`config.mk`:
```
export PLATFORM = sky130hd
export DESIGN_NAME = digit_scan_scheduler
export DESIGN_NICKNAME = d
export VERILOG_FILES = /design/src/rtl/digit_scan_scheduler_pkg.sv /design/src/rtl/digit_scan_scheduler_slot_timer.sv /design/src/rtl/digit_scan_scheduler.sv
export SDC_FILE = /design/constraint.sdc
export NUM_CORES = 1
export LEC_CHECK = 0
export ABC_AREA = 1
export BUFFER_PORTS_ARGS = -buffer_cell sky130_fd_sc_hd__buf_2
export CAP_MARGIN = 40
export CORE_MARGIN = 1.5
export CORE_UTILIZATION = 57
export CTS_CLUSTER_DIAMETER = 30
export DETAILED_ROUTE_END_ITERATION = 8
export PLACE_DENSITY = 0.83
export SLEW_MARGIN = 10
export SYNTH_ARGS = -nofsm -noshare
export SYNTH_HDL_FRONTEND = slang
export SYNTH_SLANG_ARGS = --single-unit
export TNS_END_PERCENT = 50
```
`constraint.sdc`:
```
create_clock -name clk_i -period 2.1 [get_ports clk_i]
set_input_delay 0.21 -clock clk_i [delete_from_list [all_inputs] [get_ports clk_i]]
set_output_delay 0.21 -clock clk_i [all_outputs]
set_load 0.05 [all_outputs]
```
`src/rtl/digit_scan_scheduler_pkg.sv`:
```
// Shared types and constants for the 4-digit 7-segment scan scheduler.
package digit_scan_scheduler_pkg;

  typedef enum logic [1:0] {
    IDLE  = 2'd0,
    BLANK = 2'd1,
    SHOW  = 2'd2
  } state_t;

  localparam logic [3:0] ANODES_OFF = 4'b1111;
  localparam int         NUM_DIGITS = 4;

  function automatic logic [3:0] nibble_sel(input logic [15:0] word, input logic [1:0] idx);
    return word[{idx, 2'b00} +: 4];
  endfunction

endpackage

```
`src/rtl/digit_scan_scheduler_slot_timer.sv`:
```
// Up-counter with synchronous clear; done is an exact compare against the terminal count.
module digit_scan_scheduler_slot_timer #(
  parameter int CW = 16
) (
  input  logic          clk_i,
  input  logic          reset_i,
  input  logic          clear_i,
  input  logic [CW-1:0] tc_i,
  output logic          done_o
);

  logic [CW-1:0] cnt_q;

  always_ff @(posedge clk_i) begin
    if (reset_i || clear_i) begin
      cnt_q <= '0;
    end else begin
      cnt_q <= cnt_q + CW'(1);
    end
  end

  assign done_o = (cnt_q == tc_i);

endmodule

```
`src/rtl/digit_scan_scheduler.sv`:
```
// Scans digits 3..0 with a blank dead-time per slot; new display data is taken only at frame boundaries.
module digit_scan_scheduler
  import digit_scan_scheduler_pkg::*;
#(
  parameter int unsigned SLOT_CYCLES = 50000,
  parameter int unsigned DEAD        = 2000,
  parameter int          CW          = 16
) (
  input  logic        clk_i,
  input  logic        reset_i,
  input  logic        enable_i,
  input  logic [15:0] data_in_i,
  input  logic        data_valid_i,
  output logic        load_ack_o,
  output logic [3:0]  an_o,
  output logic [3:0]  seg_code_o,
  output logic [1:0]  digit_idx_o,
  output logic        frame_done_o
);

  localparam logic [1:0]    LAST_DIGIT = 2'(NUM_DIGITS - 1);
  localparam logic [CW-1:0] TC_BLANK   = CW'(DEAD - 1);
  localparam logic [CW-1:0] TC_SHOW    = CW'(SLOT_CYCLES - DEAD - 1);

  state_t      state_q, state_d;
  logic [1:0]  digit_idx_q, digit_idx_d;
  logic [3:0]  seg_code_q, seg_code_d;
  logic [15:0] shadow_q, shadow_d;
  logic        load_ack_q, load_ack_d;
  logic        frame_done_q, frame_done_d;

  logic          timer_done;
  logic          timer_clear;
  logic [CW-1:0] timer_tc;

  // The timer restarts on every state change and stays parked while idle.
  assign timer_tc    = (state_q == SHOW) ? TC_SHOW : TC_BLANK;
  assign timer_clear = (state_d != state_q) || (state_q == IDLE);

  digit_scan_scheduler_slot_timer #(.CW(CW)) u_slot_timer (
    .clk_i   (clk_i),
    .reset_i (reset_i),
    .clear_i (timer_clear),
    .tc_i    (timer_tc),
    .done_o  (timer_done)
  );

  always_ff @(posedge clk_i) begin
    if (reset_i) begin
      state_q      <= IDLE;
      digit_idx_q  <= LAST_DIGIT;
      seg_code_q   <= 4'h0;
      shadow_q     <= 16'h0000;
      load_ack_q   <= 1'b0;
      frame_done_q <= 1'b0;
    end else begin
      state_q      <= state_d;
      digit_idx_q  <= digit_idx_d;
      seg_code_q   <= seg_code_d;
      shadow_q     <= shadow_d;
      load_ack_q   <= load_ack_d;
      frame_done_q <= frame_done_d;
    end
  end

  always_comb begin
    state_d      = state_q;
    digit_idx_d  = digit_idx_q;
    seg_code_d   = seg_code_q;
    shadow_d     = shadow_q;
    load_ack_d   = 1'b0;
    frame_done_d = 1'b0;

    case (state_q)
      IDLE: begin
        if (enable_i) begin
          state_d     = BLANK;
          digit_idx_d = LAST_DIGIT;
          seg_code_d  = nibble_sel(shadow_q, LAST_DIGIT);
        end
      end
      BLANK: begin
        if (!enable_i) begin
          state_d     = IDLE;
          digit_idx_d = LAST_DIGIT;
        end else if (timer_done) begin
          state_d = SHOW;
        end
      end
      SHOW: begin
        if (!enable_i) begin
          state_d     = IDLE;
          digit_idx_d = LAST_DIGIT;
        end else if (timer_done) begin
          state_d = BLANK;
          if (digit_idx_q != 2'd0) begin
            digit_idx_d = digit_idx_q - 2'd1;
            seg_code_d  = nibble_sel(shadow_q, digit_idx_q - 2'd1);
          end else begin
            // Frame boundary: the only point where new data may replace the shadow.
            digit_idx_d  = LAST_DIGIT;
            frame_done_d = 1'b1;
            if (data_valid_i) begin
              shadow_d   = data_in_i;
              load_ack_d = 1'b1;
              seg_code_d = nibble_sel(data_in_i, LAST_DIGIT);
            end else begin
              seg_code_d = nibble_sel(shadow_q, LAST_DIGIT);
            end
          end
        end
      end
      default: begin
        state_d     = IDLE;
        digit_idx_d = LAST_DIGIT;
      end
    endcase
  end

  always_comb begin
    an_o = ANODES_OFF;
    if (state_q == SHOW) begin
      an_o[digit_idx_q] = 1'b0;
    end
  end

  assign seg_code_o   = seg_code_q;
  assign digit_idx_o  = digit_idx_q;
  assign load_ack_o   = load_ack_q;
  assign frame_done_o = frame_done_q;

endmodule

```
==> results of run 1 <==
## path summary, 6_finish.rpt
check	to	depth (start not counted)	slack, ps
worst min-delay path	state_q[1]$_SDFF_PP0_	2	90
worst min register to register	u_slot_timer.cnt_q[0]$_SDFF_PP0_	1	450
worst max-delay path	shadow_q[8]$_SDFFE_PP0P_	7	230
worst max register to register	shadow_q[8]$_SDFFE_PP0P_	7	230
## synthesized netlist by cell type
library cell / n / area share
buf_6: 3 / 0.015
nor2_2: 1 / 0.0027
nand3_4: 2 / 0.015
nand2_1: 108 / 0.18
nand3b_4: 2 / 0.017
buf_2: 3 / 0.0065
or2_0: 1 / 0.0027
a21oi_1: 16 / 0.035
nor4_1: 1 / 0.0027
nor2_1: 60 / 0.097
clkinv_1: 1 / 0.0016
nand3_1: 28 / 0.061
nor3b_2: 1 / 0.0054
nor2_4: 2 / 0.0097
buf_4: 1 / 0.0032
nor3_1: 8 / 0.017
nor3_2: 1 / 0.0043
dfxtp_1: 42 / 0.36
xnor2_1: 2 / 0.0076
nand4_1: 4 / 0.011
clkbuf_1: 1 / 0.0016
inv_1: 39 / 0.063
or2_2: 1 / 0.0027
inv_2: 2 / 0.0032
o21ai_0: 5 / 0.011
xor2_1: 3 / 0.011
nand4_4: 1 / 0.0092
buf_1: 1 / 0.0016
ha_1: 5 / 0.027
nand2_4: 2 / 0.0097
nand2_2: 2 / 0.0054
## flip-flops by register name (all words and copies together) (netlist names)
name / cells
seg_code_o: 4
state_q: 2
digit_idx_o: 2
frame_done_o: 1
u_slot_timer.cnt_q: 16
shadow_q: 16
load_ack_o: 1
## metal layers
metal	up-vias	share of wire	GRT usage
met5	-	0	0
met4	0	0.013	0.0765
met3	8	0.054	0.0642
met2	51	0.44	0.364
met1	940	0.49	0.305
li1	1145	-	-
## power groups by stage
stage	registers (mW)	clock network [mW]	logic [mW]
finish	0.812	0.490	0.138
global route	0.813	0.541	0.155
CTS	0.812	0.502	0.139
detailed placement	0.831	0	0.138
global placement	0.830	0	0.139
floorplan	0.856	0	0.0684
## timing repair
item	CTS	global route
resized for setup	0	1
endpoints found under the setup margin	0	14
buffers inserted	0	0
## final cells by class
cell class | instances | area share
clock buffers | 5 | 0.0268
clock inverters | 2 | 0.00390
inverters | 42 | 0.0614
multi-input cells | 256 | 0.488
flip-flops and latches | 42 | 0.327
well taps | 48 | 0.0234
repair buffers | 34 | 0.0692
## logic make-up (layout without fill, tap and decap cells)
| kind of cell | after synthesis | count (layout) | synth area share |
|---|---|---|---|
| compound gates | 21 | 21 | 0.0455 |
| xor+xnor | 5 | 5 | 0.0190 |
| fa+ha+maj | 5 | 5 | 0.0271 |
| buf+inv | 51 | 83 | 0.0958 |
| flops | 42 | 42 | 0.364 |
| simple gates | 225 | 225 | 0.449 |
## per-stage QoR
step / instances / setup WS (ps) / area, um2
3_5_place_dp: 422 / 190 / 2480
5_1_grt: 429 / -9.10 / 2570
4_1_cts: 429 / 176 / 2560
2_1_floorplan: 349 / 0.465 / 2310
3_3_place_gp: 422 / 260 / 2480
6_report: 429 / 230 / 2570
==> impl_metrics.csv, run 1 <==
group,metric,value,unit
final_layout,final_cell_mix,"108 x nand2_1, 60 x nor2_1, 42 x dfxtp_1, 39 x inv_1, 31 x buf_2",
place,place_congestion,0.863,
worst_hold_path,hold_class,"in2reg",
sta,whs,88.9,ps
die,core_area,3770,um2
die,rows,22,
sta,hold_viol,0,
worst_hold_path,hold_start,"reset_i",
global_routing,antenna_found_initial,0,
detailed_routing,viasPerCell,5.00,
clock_tree,cts_max_path_buffers,2,
clock_tree,insertion_delay,290,ps
power,intPower,1.08,mW
sta,fin_tns_setup,0,ps
global_routing,grt_pass1_vias,1908,
clock_tree,cts_sinks,42,
power,switching_power,0.364,mW
place,dpl.hpwl,3330,um
detailed_routing,finalWirelength,4500,um
detailed_routing,drt-initial-drc-count,177,
setup_path,path_class,"reg2reg",
sta,rsz0062_at_grt,"true",
setup_path,crit_path_top_delay_cell,"nand4_4",
setup_path,critPathLaunchType,"flip-flop",
sta,fmax,0.535,GHz
clock_tree,path_clk_slew,80,ps
final_layout,nets,406,
logic_synthesis,synthCells,349,
clock_tree,holdBufCountCts,0,
power,power.share.clock,0.340,
sta,min_period_over_period,0.891,
final_layout,seq_area,841,um2
clock_tree,cts_buffers,5,
final_layout,drive_gt1_frac,0.152,
logic_synthesis,yosys_warnings,0,
setup_path,arrival,2060,ps
setup_path,crit_start,"digit_idx_o[1]$_SDFFE_PP1P_",
clock_tree,htreeDepth,2,
final_layout,final_core_util,0.681,
die,die_h,66.7,um
setup_path,crit_required,2290,ps
global_routing,grt.total_usage,0.231,
detailed_routing,drtAntennaViolNets,0,
sta,relSlewSlack,0.695,
final_layout,multi_input_area,1250,um2
final_layout,antenna_cells,0,
die,io_pins,32,
sta,min_period,1870,ps
detailed_routing,drc,0,
power,p_per_area,561,nW/um2
logic_synthesis,synth.yosys.seq_area_share,0.364,
setup_path,setup.worst_path.end_class,"flip-flop",
status,status,"finished, final reports clean",
logic_synthesis,netlist_area,2310,um2
place,numPortBuffers,31,
die,chipWidth,66.7,um
setup_path,r2r_start,"digit_idx_o[1]$_SDFFE_PP1P_",
sta,fin_worst_skew,3.25,ps
sta,worst_pin_slew,456,ps
logic_synthesis,ys_seq_elements,42,
setup_path,slowest_delay,390,ps
power,power_leakage,1.19,nW
sta,finalSetupViolCount,0,
setup_path,worst-path-buf-inv,2,
setup_path,cp_top_family,"simple AND/OR/NAND/NOR gates",
sta,slew_violations,0,
die,start_util,0.613,
die,die_area,4450,um2
detailed_routing,routedWlPerCell,10.5,um
power,seq_power_share,0.564,
clock_tree,cts_tree,"yes",
logic_synthesis,syn_nets,374,
clock_tree,cts_root_buf,"clkbuf_8",
power,combPwrFrac,0.096,
logic_synthesis,syn_area_per_cell,6.62,um2
power,total_power,1.44,mW
power,vdd_drop_max,0.000422,V
run,drv_cap,0,
detailed_routing,vias,2144,
power,switching_share,0.253,
detailed_routing,drtPass1Iterations,4,
final_layout,area_growth,11.2,%
setup_path,cp_cell_sequence,"inv_1, ha_1, inv_1, nor3_2, nand4_4, nor2_1, nor2_1",
global_routing,grt_start_max_net_pins,33,
global_routing,grt_pass1_wl,8000,um
global_routing,overflow,0,
logic_synthesis,synth_cell_types,31,
final_layout,fillers,329,
final_layout,final_common_cell,"nand2_1",
setup_path,worstPathMaxFanout,32,
Power figures use the tool's default switching activity.
==> run 2, diff against run 1 <==
--- a/config.mk
+++ b/config.mk
@@ -9,10 +9,11 @@
 export BUFFER_PORTS_ARGS = -buffer_cell sky130_fd_sc_hd__buf_2
 export CAP_MARGIN = 40
 export CORE_MARGIN = 1.5
-export CORE_UTILIZATION = 57
+export CORE_UTILIZATION = 35
 export CTS_CLUSTER_DIAMETER = 30
 export DETAILED_ROUTE_END_ITERATION = 8
-export PLACE_DENSITY = 0.83
+export PLACE_DENSITY = 0.57
+export RECOVER_POWER = 100
 export SLEW_MARGIN = 10
 export SYNTH_ARGS = -nofsm -noshare
 export SYNTH_HDL_FRONTEND = slang
==> run 2 against run 1 <==
  * Power rose by 12%
  * Die area is 60% higher
  * Critical path depth fell by 2
  * Combinational power barely moved
  * Register-to-register slack better by 70 ps
  * Sequential power about the same
  * Maximum frequency down 0.78%
  * Core utilization down 27 points
  * Count of clock-buffer cells in the layout is the same
==> impl_metrics.csv, run 2 (synthesized netlist as in run 1, its figures left out) <==
group,metric,value,unit
power,p_per_area,615,nW/um2
final_layout,final_core_util,0.413,
global_routing,grt.total_usage,0.151,
sta,worst_pin_slew,612,ps
final_layout,fillers,708,
global_routing,antenna_found_initial,0,
detailed_routing,finalWirelength,4990,um
power,power_leakage,1.16,nW
setup_path,arrival,1670,ps
sta,slew_violations,0,
clock_tree,cts_tree,"yes",
final_layout,final_common_cell,"nand2_1",
sta,whs,89.5,ps
final_layout,nets,407,
detailed_routing,routedWlPerCell,10.9,um
detailed_routing,viasPerCell,4.56,
clock_tree,insertion_delay,300,ps
die,die_area,7100,um2
setup_path,setup.worst_path.end_class,"output port",
sta,fin_worst_skew,11.1,ps
setup_path,rrSetupSlack,300,ps
place,dpl.hpwl,3690,um
status,status,"finished, final reports clean",
clock_tree,cts_sinks,42,
place,place_congestion,0.816,
detailed_routing,vias,2098,
die,core_area,6350,um2
global_routing,grt_start_max_net_pins,33,
die,rows,29,
final_layout,area_growth,13.4,%
die,start_util,0.364,
global_routing,grt_pass1_vias,1948,
setup_path,r2r_start,"state_q[0]$_SDFF_PP0_",
sta,relSlewSlack,0.594,
clock_tree,cts_setup_buffers,0,
setup_path,crit_required,1890,ps
die,die_h,84.3,um
clock_tree,cts_buffers,5,
sta,min_period_over_period,0.898,
final_layout,antenna_cells,0,
sta,fmax,0.531,GHz
worst_hold_path,hold_start,"reset_i",
detailed_routing,drtPass1Iterations,4,
place,numPortBuffers,31,
clock_tree,path_clk_slew,90,ps
global_routing,grt_pass1_wl,8720,um
clock_tree,post_cts_resized,0,
detailed_routing,drtAntennaViolNets,0,
setup_path,worstPathMaxFanout,9,
die,io_pins,32,
setup_path,crit_start,"digit_idx_o[0]$_SDFFE_PP1P_",
setup_path,path_class,"reg2out",
final_layout,final_cell_mix,"108 x nand2_1, 60 x nor2_1, 42 x dfxtp_1, 39 x inv_1, 28 x nand3_1",
clock_tree,cts_max_path_buffers,2,
sta,rsz0062_at_grt,"false",
power,vdd_drop_max,0.000340,V
clock_tree,holdBufCountCts,0,
sta,min_period,1880,ps
final_layout,drive_gt1_frac,0.128,
clock_tree,htreeDepth,2,
run,drv_cap,0,
global_routing,overflow,0,
clock_tree,cts_root_buf,"clkbuf_8",
sta,finalSetupViolCount,0,
die,chipWidth,84.3,um
worst_hold_path,hold_class,"in2reg",
sta,hold_viol,0,
detailed_routing,drt-initial-drc-count,142,
setup_path,critPathLaunchType,"flip-flop",
detailed_routing,drc,0,
sta,fin_tns_setup,0,ps
[run 2: cell types whose count changed in the layout (fill, tap and decap cells not counted), sizes merged]
cell      before  now
clkbuf         5   17
buf           34   23
clkinv         3    1
clkinvlp       0    2
bufinv         0    1
[run 2: layer usage]
metal / part of all wire / routed length [um] / vias to the layer above / track usage
met5: 0 / 0 / - / 0
met4: 0.0098 / 49 / 0 / 0.0611
met1: 0.53 / 2630 / 917 / 0.211
met3: 0.036 / 181 / 4 / 0.0285
li1: - / - / 1146 / -
met2: 0.43 / 2130 / 31 / 0.228
[run 2: where the power goes]
group	switching, mW	leakage (nW)	internal [mW]	total [mW]
Combinational	0.0928	0.771	0.0458	0.139
Clock	0.306	0.0504	0.354	0.660
Sequential	0.00718	0.340	0.805	0.812
Total	0.406	1.16	1.20	1.61
[run 2: path summary, 6_finish.rpt]
kind	to	depth (start not counted)
setup reg to reg	u_slot_timer.cnt_q[2]$_SDFF_PP0_	8
hold / removal	state_q[1]$_SDFF_PP0_	2
setup / recovery	an_o[2]	5
hold reg to reg	u_slot_timer.cnt_q[0]$_SDFF_PP0_	1
[run 2: area by class of cell]
type / count / area (um2) / share of cell area
clock buffer: 5 / 68.8 / 0.0263
tap: 77 / 96.3 / 0.0368
inverter: 42 / 158 / 0.0602
multi-input combinational: 256 / 1240 / 0.473
clock inverter: 3 / 45.0 / 0.0172
timing repair buffer: 35 / 171 / 0.0654
sequential: 42 / 841 / 0.321
[run 2: per-stage QoR]
stage	cell area, um2	cells	worst slack, ps	power (mW)
global route	2620	460	78.8	1.68
global placement	2530	452	340	0.974
CTS	2640	460	336	1.64
finish	2620	460	215	1.61
detailed placement	2530	452	342	0.972
floorplan	2310	349	0.465	0.924
[run 2: worst max-delay path, cell delays in order, from the launching register on]
cell and delay [ps]:
dfxtp_1 350, clkinv_1 90, buf_4 170, ha_1 190, nand2_1 90, clkbuf_1 480
==> run 3, diff against run 2 <==
--- a/config.mk
+++ b/config.mk
@@ -8,7 +8,6 @@
 export ABC_AREA = 1
 export BUFFER_PORTS_ARGS = -buffer_cell sky130_fd_sc_hd__buf_2
 export CAP_MARGIN = 40
-export CORE_MARGIN = 1.5
 export CORE_UTILIZATION = 35
 export CTS_CLUSTER_DIAMETER = 30
 export DETAILED_ROUTE_END_ITERATION = 8
==> constraint.sdc (replaced) <==
create_clock -name clk_i -period 2.1 [get_ports clk_i]
set_input_delay 0.105 -clock clk_i [delete_from_list [all_inputs] [get_ports clk_i]]
set_output_delay 0.105 -clock clk_i [all_outputs]
set_load 0.05 [all_outputs]
==> run 3 against run 2 <==
  * Global-route usage down 0.12 points
  * Final cell count up 0.22%
  * Count of clock-buffer cells in the layout unchanged
  * Register-to-register slack about the same
  * Clock skew up 1.8 ps
  * Critical path depth up 3
  * Combinational power about the same
  * Non-clock buffer count up 1
  * Cell area down 0.33%
  * Power down 0.23%
  * First-iteration DRC count down 24%
  * Largest power group unchanged
==> impl_metrics.csv, run 3 (synthesized netlist as in run 1, its figures left out) <==
group,metric,value,unit
status,status,"finished, final reports clean",
final_layout,final_cells,461,
global_routing,grt_pass1_vias,1912,
clock_tree,insertion_delay,300,ps
final_layout,final_common_cell,"nand2_1",
power,p_per_area,615,nW/um2
clock_tree,cts_buffers,5,
power,vdd_drop_max,0.000311,V
sta,fmax,0.557,GHz
setup_path,cp_top_family,"simple AND/OR/NAND/NOR gates",
setup_path,cp_num_cells,8,
setup_path,crit_end,"u_slot_timer.cnt_q[2]$_SDFF_PP0_",
clock_tree,cts_max_path_buffers,2,
sta,fin_worst_skew,12.9,ps
clock_tree,htreeDepth,2,
setup_path,cp_cell_sequence,"inv_2, nand2_2, nor2_1, nand2_1, nand2_4, nand3_4, nand3b_2, nor3_1",
sta,whs,21.4,ps
setup_path,reg2reg_to,"u_slot_timer.cnt_q[2]$_SDFF_PP0_",
place,numPortBuffers,31,
die,core_area,6350,um2
setup_path,path_class,"reg2reg",
place,place_congestion,0.780,
sta,hold_viol,0,
detailed_routing,vias,2090,
clock_tree,path_clk_slew,90,ps
global_routing,antenna_found_initial,0,
worst_hold_path,hold_class,"in2reg",
sta,fin_tns_setup,0,ps
clock_tree,cts_tree,"yes",
clock_tree,cts_sinks,42,
sta,slew_violations,0,
final_layout,final_cell_mix,"109 x nand2_1, 60 x nor2_1, 42 x dfxtp_1, 39 x inv_1, 28 x nand3_1",
final_layout,final_area,2610,um2
power,power_leakage,1.15,nW
setup_path,worstPathMaxFanout,16,
die,io_pins,32,
final_layout,drive_gt1_frac,0.120,
final_layout,area_growth,13.0,%
sta,worst_pin_slew,612,ps
setup_path,crit_required,2310,ps
global_routing,grt.total_usage,0.149,
die,start_util,0.364,
sta,min_period_over_period,0.855,
global_routing,grt_start_max_net_pins,33,
detailed_routing,drc,0,
sta,setup_slack,304,ps
detailed_routing,finalWirelength,4950,um
sta,min_period,1800,ps
setup_path,r2r_start,"state_q[0]$_SDFF_PP0_",
setup_path,critPathLaunchType,"flip-flop",
setup_path,crit_path_top_delay_cell,"dfxtp_1",
die,die_area,6930,um2
run,drv_cap,0,
place,place_ws,337,ps
setup_path,slowest_delay,480,ps
final_layout,nets,408,
setup_path,crit_start,"state_q[0]$_SDFF_PP0_",
setup_path,reg2reg_depth,8,
sta,finalSetupViolCount,0,
detailed_routing,drt-initial-drc-count,108,
global_routing,overflow,0,
setup_path,worst-path-buf-inv,1,
place,dpl.hpwl,3570,um
detailed_routing,drtPass1Iterations,4,
global_routing,grt_pass1_wl,8480,um
setup_path,setup.worst_path.end_class,"flip-flop",
sta,rsz0062_at_grt,"false",
final_layout,antenna_cells,0,
clock_tree,post_cts_resized,0,
detailed_routing,viasPerCell,4.53,
sta,relSlewSlack,0.594,
die,die_h,83.3,um
die,rows,29,
die,chipWidth,83.3,um
place,place_area,2530,um2
setup_path,arrival,2000,ps
detailed_routing,drtAntennaViolNets,0,
clock_tree,cts_root_buf,"clkbuf_8",
place,placedCellCount,452,
setup_path,rrSetupSlack,300,ps
detailed_routing,routedWlPerCell,10.7,um
run 3: how the worst min path moves through the flow:
stage / slack (ps) / depth (start not counted) / from / to
floorplan: 170 / 1 / reset_i / state_q[1]$_SDFF_PP0_
global placement: 290 / 2 / reset_i / state_q[1]$_SDFF_PP0_
detailed placement: 290 / 2 / reset_i / state_q[1]$_SDFF_PP0_
CTS: 10 / 3 / data_in_i[5] / shadow_q[5]$_SDFFE_PP0P_
global route: 20 / 3 / data_in_i[7] / shadow_q[7]$_SDFFE_PP0P_
finish: 20 / 3 / data_in_i[3] / shadow_q[3]$_SDFFE_PP0P_
run 3: where the power goes:
group	switching, mW	leakage (nW)	internal (mW)	total [mW]
Combinational	0.0931	0.757	0.0470	0.140
Sequential	0.00694	0.340	0.805	0.811
Clock	0.302	0.0504	0.354	0.655
run 3: metal layers:
layer	track usage	vias to the layer above	wire [um]
li1	-	1149	-
met1	0.210	892	2550
met2	0.226	45	2070
met3	0.0348	4	274
met4	0.0470	0	58
met5	0	-	0
run 3: per-stage QoR:
stage               utilization  total power, mW
CTS                       0.418             1.64
finish                    0.411             1.61
detailed placement        0.398            0.972
global placement          0.398            0.974
floorplan                     -            0.924
global route              0.411             1.68
run 3: worst reg2reg max path, stage by stage, from the launching register on:
cell and delay, ps:
dfxtp_1 480, inv_2 70, nand2_2 240, nor2_1 80, nand2_1 110, nand2_4 70, nand3_4 110, nand3b_2 310
nor3_1 240
run 3: cell type report:
cell class | instances | area [um2]
well taps | 77 | 96.3
clock inverters | 3 | 45.0
fillers | 671 | 3740
inverters | 42 | 158
repair buffers | 36 | 180
multi-input cells | 256 | 1220
flip-flops and latches | 42 | 841
clock buffers | 5 | 68.8
run 3: repair_timing:
item / CTS / global route
hold endpoints to repair: 1 / 0
setup buffers: 0 / 0
hold buffers: 1 / 0
